**src/rtl/ghost_mover.sv**
```systemverilog
// Grid mover for one ghost: position, step-rate counter, buffered turn, optional edge wrap
// and a home/penalty hold sequence. Position feeds the renderer and collision logic.
//
// state  | meaning
// S_PARK | scene not in play: parked on the home cell, counters cleared
// S_RUN  | moving one cell per step, honouring the buffered turn when legal
// S_HOME | eaten: held on the home cell for HOME_TICKS steps before moving again
module ghost_mover #(
  parameter int         MAP_W       = 18,
  parameter int         MAP_H       = 5,
  parameter int         HOME_X      = 10,
  parameter int         HOME_Y      = 0,
  parameter logic [1:0] START_DIR   = 2'b10,
  parameter int         STEP_CYCLES = 33554432,
  parameter int         HOME_TICKS  = 4,
  parameter bit         WRAP_EN     = 1'b0
) (
  input  logic                   clk,
  input  logic                   rst_n,
  input  logic [1:0]             scene,
  input  logic [MAP_W*MAP_H-1:0] map,
  input  logic [1:0]             dir_req,
  input  logic                   dir_valid,
  input  logic                   go_home,
  output logic [4:0]             pos_x,
  output logic [4:0]             pos_y,
  output logic [1:0]             cur_dir,
  output logic                   moved,
  output logic                   blocked,
  output logic                   at_home
);

  localparam int N  = MAP_W * MAP_H;
  localparam int IW = $clog2(N) + 1;
  localparam int CW = $clog2(STEP_CYCLES);
  localparam int HW = $clog2(HOME_TICKS + 1);

  localparam logic [CW-1:0] STEP_LAST  = CW'(STEP_CYCLES - 1);
  localparam logic [HW-1:0] HOME_LAST  = HW'(HOME_TICKS - 1);
  localparam logic [4:0]    HX         = 5'(HOME_X);
  localparam logic [4:0]    HY         = 5'(HOME_Y);
  localparam logic [4:0]    XMAX       = 5'(MAP_W - 1);
  localparam logic [4:0]    YMAX       = 5'(MAP_H - 1);
  localparam logic [1:0]    SCENE_PLAY = 2'b01;

  typedef enum logic [1:0] {
    S_PARK = 2'd0,
    S_RUN  = 2'd1,
    S_HOME = 2'd2
  } state_t;

  state_t        state, state_nx;
  logic [4:0]    pos_x_nx, pos_y_nx;
  logic [1:0]    cur_dir_nx;
  logic          pend_valid, pend_valid_nx;
  logic [1:0]    pend_dir, pend_dir_nx;
  logic [CW-1:0] step_cnt, step_nx;
  logic [HW-1:0] home_cnt, home_nx;
  logic          moved_nx, blocked_nx;
  logic          step_wrap, tick;
  logic [4:0]    pend_x, pend_y, cur_x, cur_y;
  logic          pend_ok, cur_ok;

  // Neighbour of (x,y) in direction d; returns 1 when that cell is reachable and free.
  function automatic logic probe(input logic [4:0] x, input logic [4:0] y, input logic [1:0] d,
                                 input logic [N-1:0] m, output logic [4:0] nx,
                                 output logic [4:0] ny);
    logic          ok;
    logic [IW-1:0] idx;
    logic [N-1:0]  one_hot;
    nx = x;
    ny = y;
    ok = 1'b1;
    case (d)
      2'b00: if (y == 5'd0) begin ny = YMAX; ok = WRAP_EN; end else ny = y - 5'd1;
      2'b01: if (y == YMAX) begin ny = 5'd0; ok = WRAP_EN; end else ny = y + 5'd1;
      2'b10: if (x == 5'd0) begin nx = XMAX; ok = WRAP_EN; end else nx = x - 5'd1;
      2'b11: if (x == XMAX) begin nx = 5'd0; ok = WRAP_EN; end else nx = x + 5'd1;
      default: ok = 1'b0;
    endcase
    idx     = IW'(nx) + IW'(ny) * IW'(MAP_W);
    one_hot = {{(N-1){1'b0}}, 1'b1} << idx;
    return ok & ~(|(m & one_hot));
  endfunction

  assign step_wrap = (step_cnt == STEP_LAST);
  assign tick      = (state == S_RUN) && step_wrap;
  assign at_home   = (state == S_HOME);

  always_ff @(posedge clk or negedge rst_n) begin
    if (!rst_n) begin
      state      <= S_PARK;
      pos_x      <= HX;
      pos_y      <= HY;
      cur_dir    <= START_DIR;
      pend_valid <= 1'b0;
      pend_dir   <= 2'b00;
      step_cnt   <= '0;
      home_cnt   <= '0;
      moved      <= 1'b0;
      blocked    <= 1'b0;
    end else begin
      state      <= state_nx;
      pos_x      <= pos_x_nx;
      pos_y      <= pos_y_nx;
      cur_dir    <= cur_dir_nx;
      pend_valid <= pend_valid_nx;
      pend_dir   <= pend_dir_nx;
      step_cnt   <= step_nx;
      home_cnt   <= home_nx;
      moved      <= moved_nx;
      blocked    <= blocked_nx;
    end
  end

  always_comb begin
    state_nx      = state;
    pos_x_nx      = pos_x;
    pos_y_nx      = pos_y;
    cur_dir_nx    = cur_dir;
    pend_valid_nx = pend_valid;
    pend_dir_nx   = pend_dir;
    step_nx       = step_wrap ? '0 : step_cnt + 1'b1;
    home_nx       = home_cnt;
    moved_nx      = 1'b0;
    blocked_nx    = 1'b0;
    pend_x        = 5'd0;
    pend_y        = 5'd0;
    cur_x         = 5'd0;
    cur_y         = 5'd0;
    pend_ok       = probe(pos_x, pos_y, pend_dir, map, pend_x, pend_y);
    cur_ok        = probe(pos_x, pos_y, cur_dir, map, cur_x, cur_y);

    if (scene != SCENE_PLAY) begin
      state_nx      = S_PARK;
      pos_x_nx      = HX;
      pos_y_nx      = HY;
      cur_dir_nx    = START_DIR;
      pend_valid_nx = 1'b0;
      step_nx       = '0;
      home_nx       = '0;
    end else begin
      case (state)
        S_PARK: begin
          state_nx = S_RUN;
          step_nx  = '0;
        end
        S_RUN: begin
          if (go_home) begin
            state_nx      = S_HOME;
            pos_x_nx      = HX;
            pos_y_nx      = HY;
            cur_dir_nx    = START_DIR;
            pend_valid_nx = 1'b0;
            home_nx       = '0;
          end else begin
            if (tick) begin
              if (pend_valid && pend_ok) begin
                pos_x_nx      = pend_x;
                pos_y_nx      = pend_y;
                cur_dir_nx    = pend_dir;
                pend_valid_nx = 1'b0;
                moved_nx      = 1'b1;
              end else if (cur_ok) begin
                pos_x_nx = cur_x;
                pos_y_nx = cur_y;
                moved_nx = 1'b1;
              end else begin
                blocked_nx = 1'b1;
              end
            end
            // A turn strobed on the tick edge is stored after the move and wins over its clear.
            if (dir_valid) begin
              pend_valid_nx = 1'b1;
              pend_dir_nx   = dir_req;
            end
          end
        end
        S_HOME: begin
          if (go_home) begin
            home_nx = '0;
          end else if (step_wrap) begin
            if (home_cnt == HOME_LAST) begin
              state_nx = S_RUN;
              step_nx  = '0;
              home_nx  = '0;
            end else begin
              home_nx = home_cnt + 1'b1;
            end
          end
        end
        default: state_nx = S_PARK;
      endcase
    end
  end

endmodule

```
**config.mk**
```make
export PLATFORM = sky130hd
export DESIGN_NAME = ghost_mover
export DESIGN_NICKNAME = d
export VERILOG_FILES = /design/src/rtl/ghost_mover.sv
export SDC_FILE = /design/constraint.sdc
export NUM_CORES = 1
export LEC_CHECK = 0
export BUFFER_PORTS_ARGS = -buffer_cell sky130_fd_sc_hd__buf_2
export CAP_MARGIN = 20
export CORE_MARGIN = 2
export CORE_UTILIZATION = 25
export CTS_BUF_LIST = sky130_fd_sc_hd__clkbuf_2
export CTS_CLUSTER_DIAMETER = 60
export CTS_CLUSTER_SIZE = 14
export DETAILED_ROUTE_END_ITERATION = 7
export PLACE_DENSITY = 0.42
export SETUP_SLACK_MARGIN = 0.2
export SYNTH_ARGS = -nofsm -noshare
export SYNTH_HDL_FRONTEND = slang
export SYNTH_SLANG_ARGS = --single-unit
```
**constraint.sdc**
```tcl
create_clock -name clk -period 12.05 [get_ports clk]
set_input_delay 2.41 -clock clk [delete_from_list [all_inputs] [get_ports clk]]
set_output_delay 2.41 -clock clk [all_outputs]
set_load 0.02 [all_outputs]
```
==> flow_summary.yaml <==
sta:
  worst_slew_margin_rel_pct: 38.3
  clock.fmax_mhz: 166
  finClkSkew_ns: 0.0304
  hold_ws_ns: 0.507
  timing_hold_violations_final: 0
  period_needed_ns: 6.04
  min_period_over_period_pct: 50.1
  tns_ns: 0
  slew_viol_final: 0
  worst_slack_ns: 6.01
  tightestPinTransition_ns: 0.925
  rsz0062_at_grt: "false"
  finalSetupViolCount: 0
synthesis:
  synthTopCellsByArea: "dfrtp_1, mux2i_1, ha_1, nand3_1, nor2_1"
  ys_ff_latch: 47
  syn_avg_cell_area_um2: 8.03
  synth_common_cells: "nor2_1, nand2_1, nand3_1, o21ai_0, dfrtp_1"
  yosysTopAreaCellShare_pct: 18.7
  yosysWarnings: 0
  yosysMostFrequentCell: "nor2_1"
  syn_area_mm2: 0.00588
  synthCells: 733
  synthArstFlopShare_pct: 100
  ys.flop_type: "dfrtp_1"
  post_synth_num_cell_types: 81
  synth_top_area_cell: "dfrtp_1"
  syn-num-nets: 862
  ys_seq_area_share_pct: 20.1
  synth-edff-count: 0
critical_path:
  path_delay_family: "compound AO/OA/AOI/OAI gates"
  crit_slowest_cell: "dfrtp_1"
  endpoint_kind: "register"
  crit_chain: "inv_1 -> ha_1 -> nor4b_4 -> nor3_1 -> a311oi_1 -> a21oi_1 -> ha_1 -> inv_1 -> fa_1 -> buf_4 -> mux4_2 -> o21ai_0 -> o21ai_0 -> o311a_1 -> nor4_1 -> o32a_2 -> and2_2 -> mux2_2 -> o22a_1"
  crit_buf_inv: 3
  arrival_ns: 6.43
  crit_required_ns: 12.44
  slowest_delay_ns: 0.84
  startpoint_type: "register"
  worst-path-max-fanout: 31
  criticalPathCategory: "reg -> reg"
clocking:
  postCtsSetupBuffers: 0
  cts_tree: "done"
  cts.sinks: 47
  root_buffer: "clkbuf_2"
  cts_buffer_depth: 2
  clkTransAtPathRegs_ns: 0.23
  clk_latency_ns: 0.44
  cts_buffers: 5
  post_cts_resized: 0
  cts_hold_buf: 0
  cts_max_level: 2
route:
  first_pass_iters: 7
  drc: 0
  drt-total-wl_mm: 20.7
  routed-via-count: 5948
  wire_per_inst_um: 18.2
  vias_per_cell: 5.25
  ant_nets: 0
  initialDrtViolationCount: 585
floorplanning:
  initial_core_util_pct: 25.3
  core_area_mm2: 0.0233
  ios: 113
  die-area_mm2: 0.0248
  core.rowCount: 56
  fp.dieH_um: 157
  fp.dieW_um: 157
layout:
  syn_to_final_growth_pct: 14.4
  final_nets: 943
  final_layout_size_suffix_gt1_share_pct: 22.0
  stdcell_area_mm2: 0.00673
  diodes: 0
  fin_util_pct: 28.9
grt:
  grt_pass1_vias: 5644
  grt_pass1_wl_mm: 32.1
  grt_usage_pct: 16.4
  globalRouteOverflowTotal: 0
  antenna_found_initial: 0
  grt_max_degree: 48
power:
  p_per_area_mw_per_mm2: 86.3
  power.leakage_nw: 2.79
  ir_drop_uv: 69.2
run_status:
  outcome: "finished, final reports clean"
placement:
  placed_area_mm2: 0.00669
  hpwl_mm: 16.1
  io_buffers: 112
  routabilityCongestion: 0.883
  place_ws_ns: 6.05
flow_run:
  cap_viol_max_count: 0
worst_hold_path:
  hp-class: "reg -> reg"
worst paths after layout:
| kind | from | endpoint | slack [ns] | cells past startpoint |
|---|---|---|---|---|
| min in group asynchronous | rst_n | step_cnt[19] | 2.03 | 2 |
| max in group asynchronous | rst_n | cur_dir[0] | 9.58 | 2 |
| worst min-delay path | step_cnt[0] | step_cnt[0] | 0.51 | 1 |
| worst min register to register | step_cnt[0] | step_cnt[0] | 0.51 | 1 |
| worst max-delay path | pos_x[0] | pos_x[3] | 6.01 | 19 |
| worst max register to register | pos_x[0] | pos_x[3] | 6.01 | 19 |
through the flow:
stage	instances	power, mW
6_report	1134	0.581
5_1_grt	1134	0.631
4_1_cts	1134	0.587
3_5_place_dp	1126	0.517
3_3_place_gp	1126	0.520
2_1_floorplan	733	0.415
registers in the layout (all words and copies together) (netlist names):
| signal | cells |
|---|---|
| cur_dir | 2 |
| step_cnt | 25 |
| moved | 1 |
| pend_valid | 1 |
| home_cnt | 3 |
| pos_y | 5 |
| state | 2 |
| pend_dir | 2 |
| blocked | 1 |
| pos_x | 5 |
cell families after synthesis:
| group | synth area share (%) |
|---|---|
| compound gates | 22.7 |
| xor+xnor | 6.06 |
| simple gates | 24.3 |
| flops | 20.1 |
| fa+ha+maj | 7.10 |
| mux | 14.4 |
| buf+inv | 5.36 |
report_power, final:
group,switching [mW],total (mW),internal (mW)
registers,0.00917,0.169,0.160
logic,0.212,0.344,0.133
clock network,0.0513,0.0673,0.0160
total,0.272,0.581,0.308
layer usage:
| layer | track usage [%] | vias to the layer above | part of all wire, % |
|---|---|---|---|
| met5 | 0 | - | 0 |
| met4 | 5.41 | 0 | 3.2 |
| met3 | 2.45 | 44 | 5.2 |
| met2 | 25.6 | 189 | 46 |
| met1 | 23.1 | 2823 | 46 |
| li1 | - | 2892 | - |
area by class of cell:
| cell class | instances | area [µm²] |
|---|---|---|
| inverter | 26 | 97.6 |
| sequential | 47 | 1180 |
| clock inverter | 1 | 7.51 |
| clock buffer | 7 | 35.0 |
| fill | 2586 | 16500 |
| timing repair buffer | 120 | 621 |
| tap | 319 | 399 |
| multi-input combinational | 614 | 4390 |
placed cells by master (no fill, tap or decap), drive strengths merged, types with 8 or more instances in the layout:
cell and instances:
buf 120, nor2 63, nand2 61, o21ai 50, nand3 48, dfrtp 44
mux2i 43, a21oi 38, nor3 30, ha 27, inv 25, xor2 21
mux2 19, xnor2 18, a31oi 14, and3 12, a211oi 10, nor2b 10
nand2b 9, a21o 9, mux4 9, nor3b 8, and2 8
No activity file was read; power rests on OpenSTA's default activity.
